<file path="config.mk">
export PLATFORM = sky130hd
export DESIGN_NAME = mmio_data_fifo_flat
export DESIGN_NICKNAME = d
export VERILOG_FILES = /design/src/rtl/mmio_data_fifo_pkg.sv /design/src/rtl/mmio_data_fifo_if.sv /design/src/rtl/mmio_data_fifo_ram.sv /design/src/rtl/mmio_data_fifo.sv /design/src/flat_wrapper.sv
export SDC_FILE = /design/constraint.sdc
export NUM_CORES = 1
export LEC_CHECK = 0
export CORE_MARGIN = 3
export CORE_UTILIZATION = 60
export CTS_BUF_LIST = sky130_fd_sc_hd__clkbuf_16
export CTS_CLUSTER_DIAMETER = 30
export DETAILED_ROUTE_END_ITERATION = 12
export HOLD_SLACK_MARGIN = 0.15
export PLACE_DENSITY = 0.78
export SKIP_LAST_GASP = 1
export SYNTH_ARGS = -nofsm -noshare
export SYNTH_HDL_FRONTEND = slang
export SYNTH_SLANG_ARGS = --single-unit
</file>
<file path="constraint.sdc">
create_clock -name clk -period 5.57 [get_ports clk]
set_input_delay 0.8355 -clock clk [delete_from_list [all_inputs] [get_ports clk]]
set_output_delay 0.8355 -clock clk [all_outputs]
set_load 0.02 [all_outputs]
</file>
<file path="src/rtl/mmio_data_fifo_pkg.sv">
// Shared types and defaults for the MMIO data FIFO.
package mmio_fifo_pkg;

  localparam int DATA_W_DEF = 64;
  localparam int DEPTH_DEF  = 16;
  localparam int CNT_W_DEF  = $clog2(DEPTH_DEF) + 1;

  typedef logic [63:0] t_fifo_data;

  // Layout of the FIFO status CSR for the default depth.
  typedef struct packed {
    logic                 overflow;
    logic                 underflow;
    logic                 full;
    logic                 empty;
    logic [CNT_W_DEF-1:0] count;
  } t_fifo_status;

  // Packs the exported status signals into the CSR layout.
  function automatic t_fifo_status pack_status(input logic                 ovf,
                                               input logic                 unf,
                                               input logic                 full,
                                               input logic                 empty,
                                               input logic [CNT_W_DEF-1:0] cnt);
    t_fifo_status s;
    s.overflow  = ovf;
    s.underflow = unf;
    s.full      = full;
    s.empty     = empty;
    s.count     = cnt;
    return s;
  endfunction

endpackage

</file>
<file path="src/rtl/mmio_data_fifo_if.sv">
// Host-side bundle for the MMIO data FIFO: write decode, read response and status.
// Optional MMIO_DATA_FIFO_STATS_EN adds push_cnt/drop_cnt.
interface mmio_data_fifo_if #(
  parameter int DATA_W = 64,
  parameter int DEPTH  = 16,
  parameter int CNT_W  = $clog2(DEPTH) + 1
);
  logic              wr_en;
  logic [DATA_W-1:0] wr_data;
  logic              rd_en;
  logic [DATA_W-1:0] rd_data;
  logic              rd_valid;
  logic              full;
  logic              empty;
  logic [CNT_W-1:0]  count;
  logic              overflow;
  logic              underflow;
  logic              clr_err;
`ifdef MMIO_DATA_FIFO_STATS_EN
  logic [31:0]       push_cnt;
  logic [31:0]       drop_cnt;

  modport master (
    output wr_en, wr_data, rd_en, clr_err,
    input  rd_data, rd_valid, full, empty, count, overflow, underflow,
           push_cnt, drop_cnt
  );

  modport slave (
    input  wr_en, wr_data, rd_en, clr_err,
    output rd_data, rd_valid, full, empty, count, overflow, underflow,
           push_cnt, drop_cnt
  );
`else
  modport master (
    output wr_en, wr_data, rd_en, clr_err,
    input  rd_data, rd_valid, full, empty, count, overflow, underflow
  );

  modport slave (
    input  wr_en, wr_data, rd_en, clr_err,
    output rd_data, rd_valid, full, empty, count, overflow, underflow
  );
`endif
endinterface

</file>
<file path="src/rtl/mmio_data_fifo_ram.sv">
// Storage for the MMIO data FIFO: one write port, one registered read port, no reset.
// A same-cycle read and write of one address returns the old contents.
module mmio_fifo_ram #(
  parameter int DATA_W = 64,
  parameter int DEPTH  = 16,
  parameter int AW     = $clog2(DEPTH)
) (
  input  logic              clk,
  input  logic              we_i,
  input  logic [AW-1:0]     waddr_i,
  input  logic [DATA_W-1:0] wdata_i,
  input  logic              re_i,
  input  logic [AW-1:0]     raddr_i,
  output logic [DATA_W-1:0] rdata_o
);

  logic [DATA_W-1:0] mem_q [DEPTH];
  logic [DATA_W-1:0] rdata_q;

  // Write port and synchronous read port; output holds when not reading.
  always_ff @(posedge clk) begin
    if (we_i) mem_q[waddr_i] <= wdata_i;
    if (re_i) rdata_q <= mem_q[raddr_i];
  end

  assign rdata_o = rdata_q;

endmodule

</file>
<file path="src/rtl/mmio_data_fifo.sv">
// Circular FIFO between MMIO write decode and MMIO read response.
// Every read of the data CSR gets a response one cycle later; an empty read returns 0.
// Optional MMIO_DATA_FIFO_STATS_EN adds saturating push/drop counters.
module mmio_data_fifo
  import mmio_fifo_pkg::*;
#(
  parameter int DATA_W = DATA_W_DEF,
  parameter int DEPTH  = DEPTH_DEF
) (
  input  logic         clk,
  input  logic         rst,
  mmio_data_fifo_if.slave bus_s
);

  localparam int AW    = $clog2(DEPTH);
  localparam int CNT_W = AW + 1;

  logic [AW-1:0]     wr_ptr_q, wr_ptr_d;
  logic [AW-1:0]     rd_ptr_q, rd_ptr_d;
  logic [CNT_W-1:0]  count_q, count_d;
  logic              ovf_q, ovf_d;
  logic              unf_q, unf_d;
  logic              rd_valid_q;
  logic              data_ok_q, data_ok_d;
  logic              full, empty;
  logic              push_ok, pop_ok, ovf_set, unf_set;
  logic [DATA_W-1:0] ram_rdata;

  assign full  = (count_q == CNT_W'(DEPTH));
  assign empty = (count_q == '0);

  // Accept/drop decisions for this cycle.
  always_comb begin
    push_ok = bus_s.wr_en && (!full || bus_s.rd_en);
    pop_ok  = bus_s.rd_en && !empty;
    ovf_set = bus_s.wr_en && full && !bus_s.rd_en;
    unf_set = bus_s.rd_en && empty;
  end

  // Next pointers, occupancy, sticky flags and read-data select.
  always_comb begin
    wr_ptr_d  = wr_ptr_q;
    rd_ptr_d  = rd_ptr_q;
    count_d   = count_q;
    ovf_d     = ovf_q;
    unf_d     = unf_q;
    data_ok_d = data_ok_q;

    if (push_ok) wr_ptr_d = wr_ptr_q + AW'(1);
    if (pop_ok)  rd_ptr_d = rd_ptr_q + AW'(1);

    if (push_ok && !pop_ok)      count_d = count_q + CNT_W'(1);
    else if (pop_ok && !push_ok) count_d = count_q - CNT_W'(1);

    if (bus_s.clr_err) begin
      ovf_d = 1'b0;
      unf_d = 1'b0;
    end else begin
      if (ovf_set) ovf_d = 1'b1;
      if (unf_set) unf_d = 1'b1;
    end

    // An empty pop forces the response to zero; a real pop selects the RAM output.
    if (pop_ok)       data_ok_d = 1'b1;
    else if (unf_set) data_ok_d = 1'b0;
  end

  // Control state registers.
  always_ff @(posedge clk or posedge rst) begin
    if (rst) begin
      wr_ptr_q   <= '0;
      rd_ptr_q   <= '0;
      count_q    <= '0;
      ovf_q      <= 1'b0;
      unf_q      <= 1'b0;
      rd_valid_q <= 1'b0;
      data_ok_q  <= 1'b0;
    end else begin
      wr_ptr_q   <= wr_ptr_d;
      rd_ptr_q   <= rd_ptr_d;
      count_q    <= count_d;
      ovf_q      <= ovf_d;
      unf_q      <= unf_d;
      rd_valid_q <= bus_s.rd_en;
      data_ok_q  <= data_ok_d;
    end
  end

  mmio_fifo_ram #(
    .DATA_W (DATA_W),
    .DEPTH  (DEPTH)
  ) u_ram (
    .clk     (clk),
    .we_i    (push_ok),
    .waddr_i (wr_ptr_q),
    .wdata_i (bus_s.wr_data),
    .re_i    (pop_ok),
    .raddr_i (rd_ptr_q),
    .rdata_o (ram_rdata)
  );

  assign bus_s.rd_data   = data_ok_q ? ram_rdata : '0;
  assign bus_s.rd_valid  = rd_valid_q;
  assign bus_s.full      = full;
  assign bus_s.empty     = empty;
  assign bus_s.count     = count_q;
  assign bus_s.overflow  = ovf_q;
  assign bus_s.underflow = unf_q;

`ifdef MMIO_DATA_FIFO_STATS_EN
  logic [31:0] push_cnt_q, push_cnt_d;
  logic [31:0] drop_cnt_q, drop_cnt_d;

  // Saturating statistics; overflow drops and underflow pops never coincide.
  always_comb begin
    push_cnt_d = push_cnt_q;
    drop_cnt_d = drop_cnt_q;
    if (bus_s.clr_err) begin
      push_cnt_d = '0;
      drop_cnt_d = '0;
    end else begin
      if (push_ok && (push_cnt_q != 32'hFFFF_FFFF))
        push_cnt_d = push_cnt_q + 32'd1;
      if ((ovf_set || unf_set) && (drop_cnt_q != 32'hFFFF_FFFF))
        drop_cnt_d = drop_cnt_q + 32'd1;
    end
  end

  // Statistics registers.
  always_ff @(posedge clk or posedge rst) begin
    if (rst) begin
      push_cnt_q <= '0;
      drop_cnt_q <= '0;
    end else begin
      push_cnt_q <= push_cnt_d;
      drop_cnt_q <= drop_cnt_d;
    end
  end

  assign bus_s.push_cnt = push_cnt_q;
  assign bus_s.drop_cnt = drop_cnt_q;
`endif

endmodule

</file>
<file path="src/flat_wrapper.sv">
// flat-port wrapper written by rule: the top's interface ports become plain ports
module mmio_data_fifo_flat import mmio_fifo_pkg::*;
#(
  parameter int DATA_W = DATA_W_DEF,
  parameter int DEPTH  = DEPTH_DEF
)
  (clk, rst, bus_s_wr_en, bus_s_wr_data, bus_s_rd_en, bus_s_clr_err, bus_s_rd_data, bus_s_rd_valid, bus_s_full, bus_s_empty, bus_s_count, bus_s_overflow, bus_s_underflow);
  mmio_data_fifo_if #(.DATA_W(DATA_W), .DEPTH(DEPTH)) bus_s_i ();
  input  logic clk;
  input  logic rst;
  input wire logic [$bits(bus_s_i.wr_en)-1:0] bus_s_wr_en;
  input wire logic [$bits(bus_s_i.wr_data)-1:0] bus_s_wr_data;
  input wire logic [$bits(bus_s_i.rd_en)-1:0] bus_s_rd_en;
  input wire logic [$bits(bus_s_i.clr_err)-1:0] bus_s_clr_err;
  output wire logic [$bits(bus_s_i.rd_data)-1:0] bus_s_rd_data;
  output wire logic [$bits(bus_s_i.rd_valid)-1:0] bus_s_rd_valid;
  output wire logic [$bits(bus_s_i.full)-1:0] bus_s_full;
  output wire logic [$bits(bus_s_i.empty)-1:0] bus_s_empty;
  output wire logic [$bits(bus_s_i.count)-1:0] bus_s_count;
  output wire logic [$bits(bus_s_i.overflow)-1:0] bus_s_overflow;
  output wire logic [$bits(bus_s_i.underflow)-1:0] bus_s_underflow;
  assign bus_s_i.wr_en = bus_s_wr_en;
  assign bus_s_i.wr_data = bus_s_wr_data;
  assign bus_s_i.rd_en = bus_s_rd_en;
  assign bus_s_i.clr_err = bus_s_clr_err;
  assign bus_s_rd_data = bus_s_i.rd_data;
  assign bus_s_rd_valid = bus_s_i.rd_valid;
  assign bus_s_full = bus_s_i.full;
  assign bus_s_empty = bus_s_i.empty;
  assign bus_s_count = bus_s_i.count;
  assign bus_s_overflow = bus_s_i.overflow;
  assign bus_s_underflow = bus_s_i.underflow;
  mmio_data_fifo #(.DATA_W(DATA_W), .DEPTH(DEPTH)) u_core (.clk(clk), .rst(rst), .bus_s(bus_s_i));
endmodule
</file>
== Word level (Yosys, flattened, before mapping) ==
Memory sizes are Yosys's and may differ from the RTL's. A register that Yosys moved wholly into a read port is not among the register bits.
Index checks and enable logic that the tools add are counted.

* Register bits: 17
* Bits in writable memories: 1024
* Input bits: 69
* Output and inout port bits: 74
* Word-level logic and storage cells: 42
* Memories kept: 1

* Add/subtract/negate cells: 4
* Equality and inequality tests: 1
* Multiplexer cells: 11
* Reductions and logical operators: 18

{| class="wikitable"
|+ Memories
! name !! words !! width !! rd ports !! clocked after memory_dff !! write ports !! line !! RTL
|-
| u_core.u_ram.mem_q || 16 || 64 || 1 || 1 || 1 || mmio_data_fifo_ram.sv:17 || <nowiki>logic [DATA_W-1:0] mem_q [DEPTH];</nowiki>
|}

{| class="wikitable"
|+ Operator list
! kind !! number
|-
| $mux 64 || 1
|-
| $mux 5 || 2
|-
| $add 4x1->4 const B || 2
|-
| $mux 1 || 8
|-
| $reduce_bool 2->1 || 4
|-
| $logic_and 1x1->1 || 7
|-
| $add 5x1->5 const B || 1
|-
| $eq 5x5->1 const B || 1
|-
| $logic_not 1->1 || 5
|-
| $logic_not 5->1 || 1
|-
| $sub 5x1->5 const B || 1
|-
| $logic_or 1x1->1 || 1
|}

== Longest topological paths before layout ==
Gate-level depths: netlist of the first run.

* Depth after elaboration: 8
* Mapped depth: 10
* Mapped depth without buffers: 10

== Modules after synthesis ==
A second synthesis of the first run with hierarchy kept.

* Cell total of the unflattened synthesis: 1802
* Area, all modules: 41568.6 um^2

{| class="wikitable"
|+ Modules (own cells, without submodules)
! module !! instances !! cells an instance !! area an instance (um^2) !! sequential area each (um^2)
|-
| mmio_fifo_ram || 1 || 1647 || 40222.3 || 32671.3
|-
| mmio_data_fifo || 1 || 155 || 1346.3 || 425.4
|}

== Worst setup path before layout of the first run ==
OpenSTA, ideal clock, no wires.

* Path kind: in2reg
* Start: input bus_s_rd_en
* End: memory u_core.u_ram.mem_q[10][0], enable pin
* Setup time: 0.429 ns
* Arrival time: 2.750 ns
* Data required time: 5.141 ns
* Setup slack: 2.391 ns
* Stages on the path: 3
* Path buffers: 0
* Path through: o31ai_4 -> nor3b_1 -> and2_1

* Word-level cells in the longest chain between the ends: 4

{| class="wikitable"
|+ RTL lines
! what !! line !! RTL
|-
| start: declaration || flat_wrapper.sv:13 || <nowiki>input wire logic [$bits(bus_s_i.rd_en)-1:0] bus_s_rd_en;</nowiki>
|-
| $logic_or 1x1->1 || mmio_data_fifo.sv:34 || <nowiki>push_ok = bus_s.wr_en && (!full || bus_s.rd_en);</nowiki>
|-
| $logic_and 1x1->1 || mmio_data_fifo.sv:34 ||
|-
| $mux 1 || mmio_data_fifo_ram.sv:22 || <nowiki>if (we_i) mem_q[waddr_i] <= wdata_i;</nowiki>
|-
| $mux 1 (implied by the code) || mmio_data_fifo_ram.sv:22 ||
|-
| end: declaration || mmio_data_fifo_ram.sv:17 ||
|}

Every way passes these cells.

== Worst setup path in the final report of the first run ==
* Start: register u_core.count_q[0] (netlist: u_core.bus_s.count[0])
* End: output bus_s_empty

* Word-level cells in the longest chain between the ends: 1

{| class="wikitable"
|+ RTL lines
! what !! line !! RTL
|-
| start: declaration || mmio_data_fifo.sv:20 || <nowiki>logic [CNT_W-1:0] count_q, count_d;</nowiki>
|-
| start signal: assignment || mmio_data_fifo.sv:81 || <nowiki>count_q <= count_d;</nowiki>
|-
| $logic_not 5->1 || mmio_data_fifo.sv:30 || <nowiki>assign empty = (count_q == '0);</nowiki>
|-
| end: declaration || flat_wrapper.sv:18 || <nowiki>output wire logic [$bits(bus_s_i.empty)-1:0] bus_s_empty;</nowiki>
|}

Every way passes these cells.

==> out/metrics.cfg, run 1 <==
[run_status]
run_status = finished, final reports clean

[clocking]
postCtsSetupBuffers = 0
tritoncts.num_buffers = 158
cts.hold.buffers_added = 0
clk-insertion-delay-late_ns = 0.75
ctsLongestPathBuffers = 3
cts_repair_resize_count = 0
clkSlewWorstSetupHoldPaths_ns = 0.06
numClockSinks = 1105
cts_tree = done
root_buffer = sky130_fd_sc_hd__clkbuf_16
cts_max_level = 4

[setup_path]
crit_fanout = 5
worst_path_dominant_cell_family = simple AND/OR/NAND/NOR gates
ff2ff_setup_slack_ns = 2.18
critical_path.reg2reg.endpoint = u_core.u_ram.rdata_o[50]$_DFFE_PP_
cp_slowest_cell = sky130_fd_sc_hd__clkdlybuf4s50_1
worst_setup_path_startpoint = u_core.bus_s.count[0]$_DFFE_PP0P_
timing.critical_path.required_ns = 4.73
largest_stage_delay_worst_path_ns = 0.65
worst-setup-path-type = reg2out
crit_chain = or4_4 -> nor2_1 -> clkdlybuf4s50_1
worst_r2r_startpoint = u_core.rd_ptr_q[1]$_DFFE_PP0P_
critPathLaunchType = flop
critPathBufInv = 1
r2r_cells = 5
endpoint_kind = primary output
crit_arrival_ns = 2.65

[place]
gp_congestion = 0.771
placement.io_buffers = 142
place.detailed.hpwl_mm = 45.4

[timing]
fin_crit_sh = 0.626
max_clock_skew_ns = 0.0305
setup_tns_final_ns = 0
maxSlewViolCount = 0
setup_viol_count_final = 0
worst_slew_pin_slew_ns = 1.21
worst_hold_slack_ns = 0.525
timing.final.crit_period_ns = 3.49
max_clock_freq_mhz = 287
maxSlewHeadroom = 0.191
rsz0062_at_grt = false
report.final.hold_viol_count = 0

[logic_synthesis]
synth.avg_cell_area_sq_um = 20.4
synth_warnings = 0
combinational_family_with_the_most_area_after_synthesis = multiplexers
synth_adder_area_share = 0.00314
synth.cell_area_sq_mm = 0.0422
synth.yosys.seq_area_share = 0.784
synth_compound_gate_area_share = 0.0476
synth_nets = 2148
synth_simple_gate_area_frac = 0.0205
post-synth-top-area-fraction = 0.774
synth_xor_xnor_area_share = 0.00208
yosys_register_bits = 1105
post_synth_mux_area_share = 0.130
netlist-cell-type-count = 34
synth_top_cells_by_area = sky130_fd_sc_hd__edfxtp_1 77%, sky130_fd_sc_hd__mux4_2 6.8%, sky130_fd_sc_hd__mux2i_1 6.1%, sky130_fd_sc_hd__a221oi_1 2.7%, sky130_fd_sc_hd__and2_1 1.2%
postSynthCellCount = 2069
post-synth-top-area-cell = sky130_fd_sc_hd__edfxtp_1

[routing]
drt-vias-per-instance = 6.42
route.antenna.remaining_nets = 0
dr.pass1.iters = 5
drc_errors = 0
first_iter_violations = 2255
drt_wl_total_mm = 93.4
via_count = 21585
wl_per_cell_um = 27.8

[global_route]
first_global_vias = 22904
pin_count_of_the_biggest_net_entering_global_routing = 68
grt_overflow = 0
antenna_found_initial = 9
grt_usage = 0.258
grt_first_pass_wirelength_mm = 141

[final_layout]
layout-drive-gt1-share = 0.190
design.final.nets = 2369
utilization = 0.725
area.growth.synth_to_final_pct = 18.9
filler_cell_count = 3914

[floorplan]
die_h_um = 271
num_rows = 96
fp.coreArea_sq_mm = 0.0692
die-width_um = 271
floorplan.initialDensity = 0.610
io-pin-count = 143
dieArea_sq_mm = 0.0736

[pwr]
pwr_density_cell_mw_per_mm2 = 566
total_leakage_power_nw = 16.9
worst_voltage_drop_across_the_vdd_grid_uv = 405

[job]
maxCapViolations = 0

[min_path]
timing.hold.worst.class = in2async

-- registers in the layout, summed over array words and instances, names as in the netlist, 4 cells and up --
name	flops
u_core.u_ram.mem_q	1024
u_core.u_ram.rdata_o	64
u_core.wr_ptr_q	4
u_core.rd_ptr_q	4
u_core.bus_s.count	5
-- placed cells by master, fill, tap and decap left out, drive strengths merged, types with 7 or more instances in the layout --
master         netlist  layout
edfxtp            1088    1088
xnor2                9       9
bufinv               0      20
dfrtp               17      17
inv                  9      59
nand2               72      72
clkinvlp             0      21
nor2                 7       7
buf                 47      32
mux4               128     128
ha                   9       9
clkinv               0      44
a221oi             128     128
mux2i              257     257
and2                81      81
clkdlybuf4s50        0     142
o21ai               68      68
a22oi               64      64
clkbuf              66     161
-- per-layer routing --
metal,global-route usage,part of all wire,up-vias
met3,0.0483,0.070,212
met4,0.111,0.033,6
li1,-,-,9097
met5,0,0.00039,-
met1,0.333,0.38,11191
met2,0.437,0.52,1079
-- cells by family (layout without fill, tap and decap cells) --
logic type	after synthesis	count (layout)
other	0	6
XOR/XNOR	10	10
adder cells (fa/ha/maj)	10	10
AO/OA/AOI/OAI	268	268
multiplexers	386	386
AND/OR/NAND/NOR	168	168
flip-flops	1105	1105
buffers and inverters	122	479
-- power by group --
group,total [mW],internal (mW),switching (mW)
Combinational,7.35,3.05,4.30
Clock,10.2,6.32,3.85
Sequential,10.9,10.4,0.496
Total,28.4,19.8,8.64
-- through the flow --
stage	cells	total power [mW]	setup slack [ns]	instance area (sq um)
after floorplan	2069	15.8	2.39	42200
after global placement	3061	18.1	2.00	44700
after detailed placement	3061	18.3	1.85	44700
after CTS	3357	28.6	2.03	50200
after global routing	3361	29.5	1.98	50200
final	3363	28.4	2.08	50200
-- worst max-delay path by stage --
stage	end	cells past startpoint
after global placement	u_core.u_ram.mem_q[4][42]$_DFFE_PP_	5
final	bus_s_empty	3
after floorplan	u_core.u_ram.mem_q[10][0]$_DFFE_PP_	3
after detailed placement	u_core.u_ram.mem_q[5][41]$_DFFE_PP_	5
after CTS	bus_s_empty	3
after global routing	bus_s_empty	3
-- synthesized netlist by cell type (all sizes together) --
| library cell | number |
|---|---|
| and3 | 1 |
| a221oi | 128 |
| nor2b | 1 |
| a21o | 2 |
| o31ai | 1 |
| nand2 | 72 |
| fa | 1 |
| and2 | 81 |
| inv | 9 |
| nor2 | 7 |
| nor3b | 2 |
| nor3 | 1 |
| a22oi | 64 |
| mux4 | 128 |
| xnor2 | 9 |
| clkbuf | 66 |
| edfxtp | 1088 |
| buf | 47 |
| nand4 | 1 |
| dfrtp | 17 |
| o21ai | 68 |
| or4 | 1 |
| mux2 | 1 |
| xor2 | 1 |
| mux2i | 257 |
| a31oi | 1 |
| nand3 | 1 |
| ha | 9 |
| a21oi | 4 |
-- layout make-up --
| class | count | area (sq um) | area share |
|---|---|---|---|
| Clock buffer | 161 | 4030 | 0.0803 |
| Sequential cell | 1105 | 33100 | 0.660 |
| Multi-Input combinational cell | 842 | 8610 | 0.172 |
| Inverter | 9 | 35.0 | 0.000698 |
| Antenna cell | 6 | 15.0 | 0.000299 |
| Clock inverter | 135 | 1480 | 0.0294 |
| Tap cell | 931 | 1160 | 0.0232 |
| Timing Repair Buffer | 174 | 1750 | 0.0349 |
(Power assumes the default switching activity.)
==> run 2: changes to the inputs <==
- clock period: 5.57 -> 3.3 ns (I/O delays scaled with it)
==> run 2 against run 1 <==
Effect of this change:
- sequential share of layout area down 0.90 points
- flip-flop and latch count unchanged
- critical path type unchanged
- setup slack worse by 1.9 ns
- core utilization up 1.0 points
- largest cell class unchanged
- worst hold slack worse by 0.35 ns
==> out/metrics.cfg, run 2 (same netlist as run 1, synthesis figures left out) <==
[global_route]
pin_count_of_the_biggest_net_entering_global_routing = 89  ; +31%
grt_first_pass_wirelength_mm = 145  ; +2.6%
met2_usage = 0.437  ; +0.000739
grt_use_met3 = 0.0488  ; +0.000442
antenna_found_initial = 6  ; -3
first_global_vias = 23220  ; +1.4%
met1_demand_to_capacity_share_in_global_routing = 0.351  ; +0.0179
grt_usage = 0.264  ; +0.00551
grt_overflow = 0  ; unchanged
globalRoute.busiestLayer = met2

[setup_path]
timing.critical_path.required_ns = 2.80  ; -1.93 ns
crit_chain = or4_4 -> nor2_1 -> clkdlybuf4s50_1
crit_fanout = 5  ; unchanged
worst-setup-path-type = reg2out
cp_slowest_cell = sky130_fd_sc_hd__clkdlybuf4s50_1
crit_arrival_ns = 2.63  ; -0.02 ns
largest_stage_delay_worst_path_ns = 0.66  ; about the same
endpoint_kind = primary output
critPathLaunchType = flop

[timing]
maxSlewHeadroom = 0.304  ; +0.113
maxSlewViolCount = 0  ; unchanged
max_clock_freq_mhz = 320
fin_ws_ns = 0.176  ; -1.91 ns
worst_hold_slack_ns = 0.178  ; -0.347 ns
max_clock_skew_ns = 0.0308  ; +0.000299 ns
setup_tns_final_ns = 0  ; unchanged
setup_viol_count_final = 0  ; unchanged
rsz0062_at_grt = false
timing.final.crit_period_ns = 3.12
worst_slew_pin_slew_ns = 1.04  ; -0.169 ns
fin_crit_sh = 0.947
report.final.hold_viol_count = 0  ; unchanged

[final_layout]
mostFrequentLayoutCells = 1088 x sky130_fd_sc_hd__edfxtp_1, 257 x sky130_fd_sc_hd__mux2i_1, 160 x sky130_fd_sc_hd__clkbuf_16
layout-drive-gt1-share = 0.200  ; +0.00948
design.final.nets = 2409  ; +1.7%
design_area_sq_mm = 0.0509  ; +1.4%
max_flop_register = u_core.u_ram.mem_q
utilization = 0.735  ; +0.0101
area.growth.synth_to_final_pct = 20.6
mostFrequentLayoutCell = sky130_fd_sc_hd__edfxtp_1
filler_cell_count = 3769  ; -3.7%
largest_register_ff_count = 1024  ; unchanged

[routing]
first_iter_violations = 2509  ; +11%
drt_wl_total_mm = 95.6  ; +2.3%
drt-vias-per-instance = 6.48  ; +1.0%
via_count = 22026  ; +2.0%
drc_errors = 0  ; unchanged
wl_per_cell_um = 28.1  ; +1.3%
route.antenna.remaining_nets = 0  ; unchanged
dr.pass1.iters = 6  ; +1

[floorplan]
die-width_um = 271  ; unchanged
floorplan.initialDensity = 0.610  ; unchanged
num_rows = 96  ; unchanged
dieArea_sq_mm = 0.0736  ; unchanged
die_h_um = 271  ; unchanged
io-pin-count = 143  ; unchanged
fp.coreArea_sq_mm = 0.0692  ; unchanged

[place]
dpl-instance-area_sq_mm = 0.0454  ; +1.7%
pre_cts_worst_setup_slack_ns = 0.192  ; -1.65 ns
placement.io_buffers = 142  ; unchanged
place.detailed.hpwl_mm = 50.7  ; +12%
gp_congestion = 0.811  ; +5.2%

[pwr]
share_comb_of_total_power = 0.271  ; +0.012
worst_voltage_drop_across_the_vdd_grid_uv = 616  ; +52%
share_clk_of_total_power = 0.352  ; -0.006
switching_share = 0.303  ; -0.00111
relative_contribution_of_sequential_cells_to_total_power = 0.377  ; -0.006
total_leakage_power_nw = 17.2  ; +1.7%
netSwitchingPower_mw = 14.7  ; +70%
pint_mw = 33.7  ; +70%
pwr_density_cell_mw_per_mm2 = 950  ; +68%

[clocking]
cts_tree = done
clk-insertion-delay-late_ns = 0.73  ; -0.02 ns
cts_max_level = 4  ; unchanged
cts.hold.buffers_added = 0  ; unchanged
postCtsSetupBuffers = 0  ; unchanged
numClockSinks = 1105  ; unchanged
tritoncts.num_buffers = 158  ; unchanged
clkSlewWorstSetupHoldPaths_ns = 0.05  ; about the same
cts_repair_resize_count = 0  ; unchanged
root_buffer = sky130_fd_sc_hd__clkbuf_16
ctsLongestPathBuffers = 3  ; unchanged

[run_status]
run_status = finished, final reports clean

[min_path]
timing.hold.worst.class = in2async

[job]
maxCapViolations = 0  ; unchanged

-- run 2: layout make-up --
type / count / area [sq um] / area share
flip-flops and latches: 1105 / 33100 / 0.651
multi-input cells: 842 / 8610 / 0.169
inverters: 9 / 35.0 / 0.000689
well taps: 931 / 1160 / 0.0229
repair buffers: 214 / 2490 / 0.0489
clock buffers: 160 / 4000 / 0.0787
diodes: 5 / 12.5 / 0.000246
clock inverters: 131 / 1460 / 0.0287
-- run 2: per-stage QoR --
| stage | cells | power [mW] |
|---|---|---|
| 6_report | 3397 | 48.4 |
| 3_5_place_dp | 3101 | 31.3 |
| 2_1_floorplan | 2069 | 26.6 |
| 5_1_grt | 3396 | 50.0 |
| 4_1_cts | 3392 | 48.6 |
| 3_3_place_gp | 3101 | 31.0 |
-- run 2: path summary, 6_finish.rpt --
| kind | start | end | slack (ns) | cells past startpoint |
|---|---|---|---|---|
| worst max-delay path | u_core.bus_s.count[0]$_DFFE_PP0P_ | bus_s_empty | 0.18 | 3 |
| worst min-delay path | rst | u_core.bus_s.overflow$_DFFE_PP0P_ | 0.18 | 2 |
| worst max register to register | u_core.bus_s.count[0]$_DFFE_PP0P_ | u_core.bus_s.count[4]$_DFFE_PP0P_ | 0.18 | 10 |
| worst min register to register | u_core.bus_s.overflow$_DFFE_PP0P_ | u_core.bus_s.overflow$_DFFE_PP0P_ | 0.54 | 2 |
| max in group asynchronous | rst | u_core.rd_ptr_q[0]$_DFFE_PP0P_ | 2.62 | 2 |
| min in group clk | bus_s_clr_err | u_core.bus_s.overflow$_DFFE_PP0P_ | 0.34 | 2 |
-- run 2: power groups by stage --
| stage | clock network [mW] | logic [mW] | registers, mW |
|---|---|---|---|
| after detailed placement | 0 | 12.9 | 18.4 |
| final | 17.0 | 13.1 | 18.2 |
| after global routing | 17.8 | 13.9 | 18.3 |
| after CTS | 17.2 | 13.2 | 18.2 |
| after global placement | 0 | 12.6 | 18.3 |
| after floorplan | 0 | 8.47 | 18.2 |
-- run 2: routing by layer --
| layer | vias to the layer above | share of wire | wire [um] |
|---|---|---|---|
| li1 | 9180 | - | - |
| met1 | 11359 | 0.38 | 36400 |
| met2 | 1241 | 0.51 | 48800 |
| met3 | 244 | 0.076 | 7270 |
| met4 | 2 | 0.032 | 3070 |
| met5 | - | 0.00014 | 13 |
-- run 2: critical path: cells and delay by family (launching register included) --
kind / cells / cell delay (ns)
DFF: 1 / 0.46
and+or+nand+nor: 2 / 0.81
buffers and inverters: 1 / 0.66
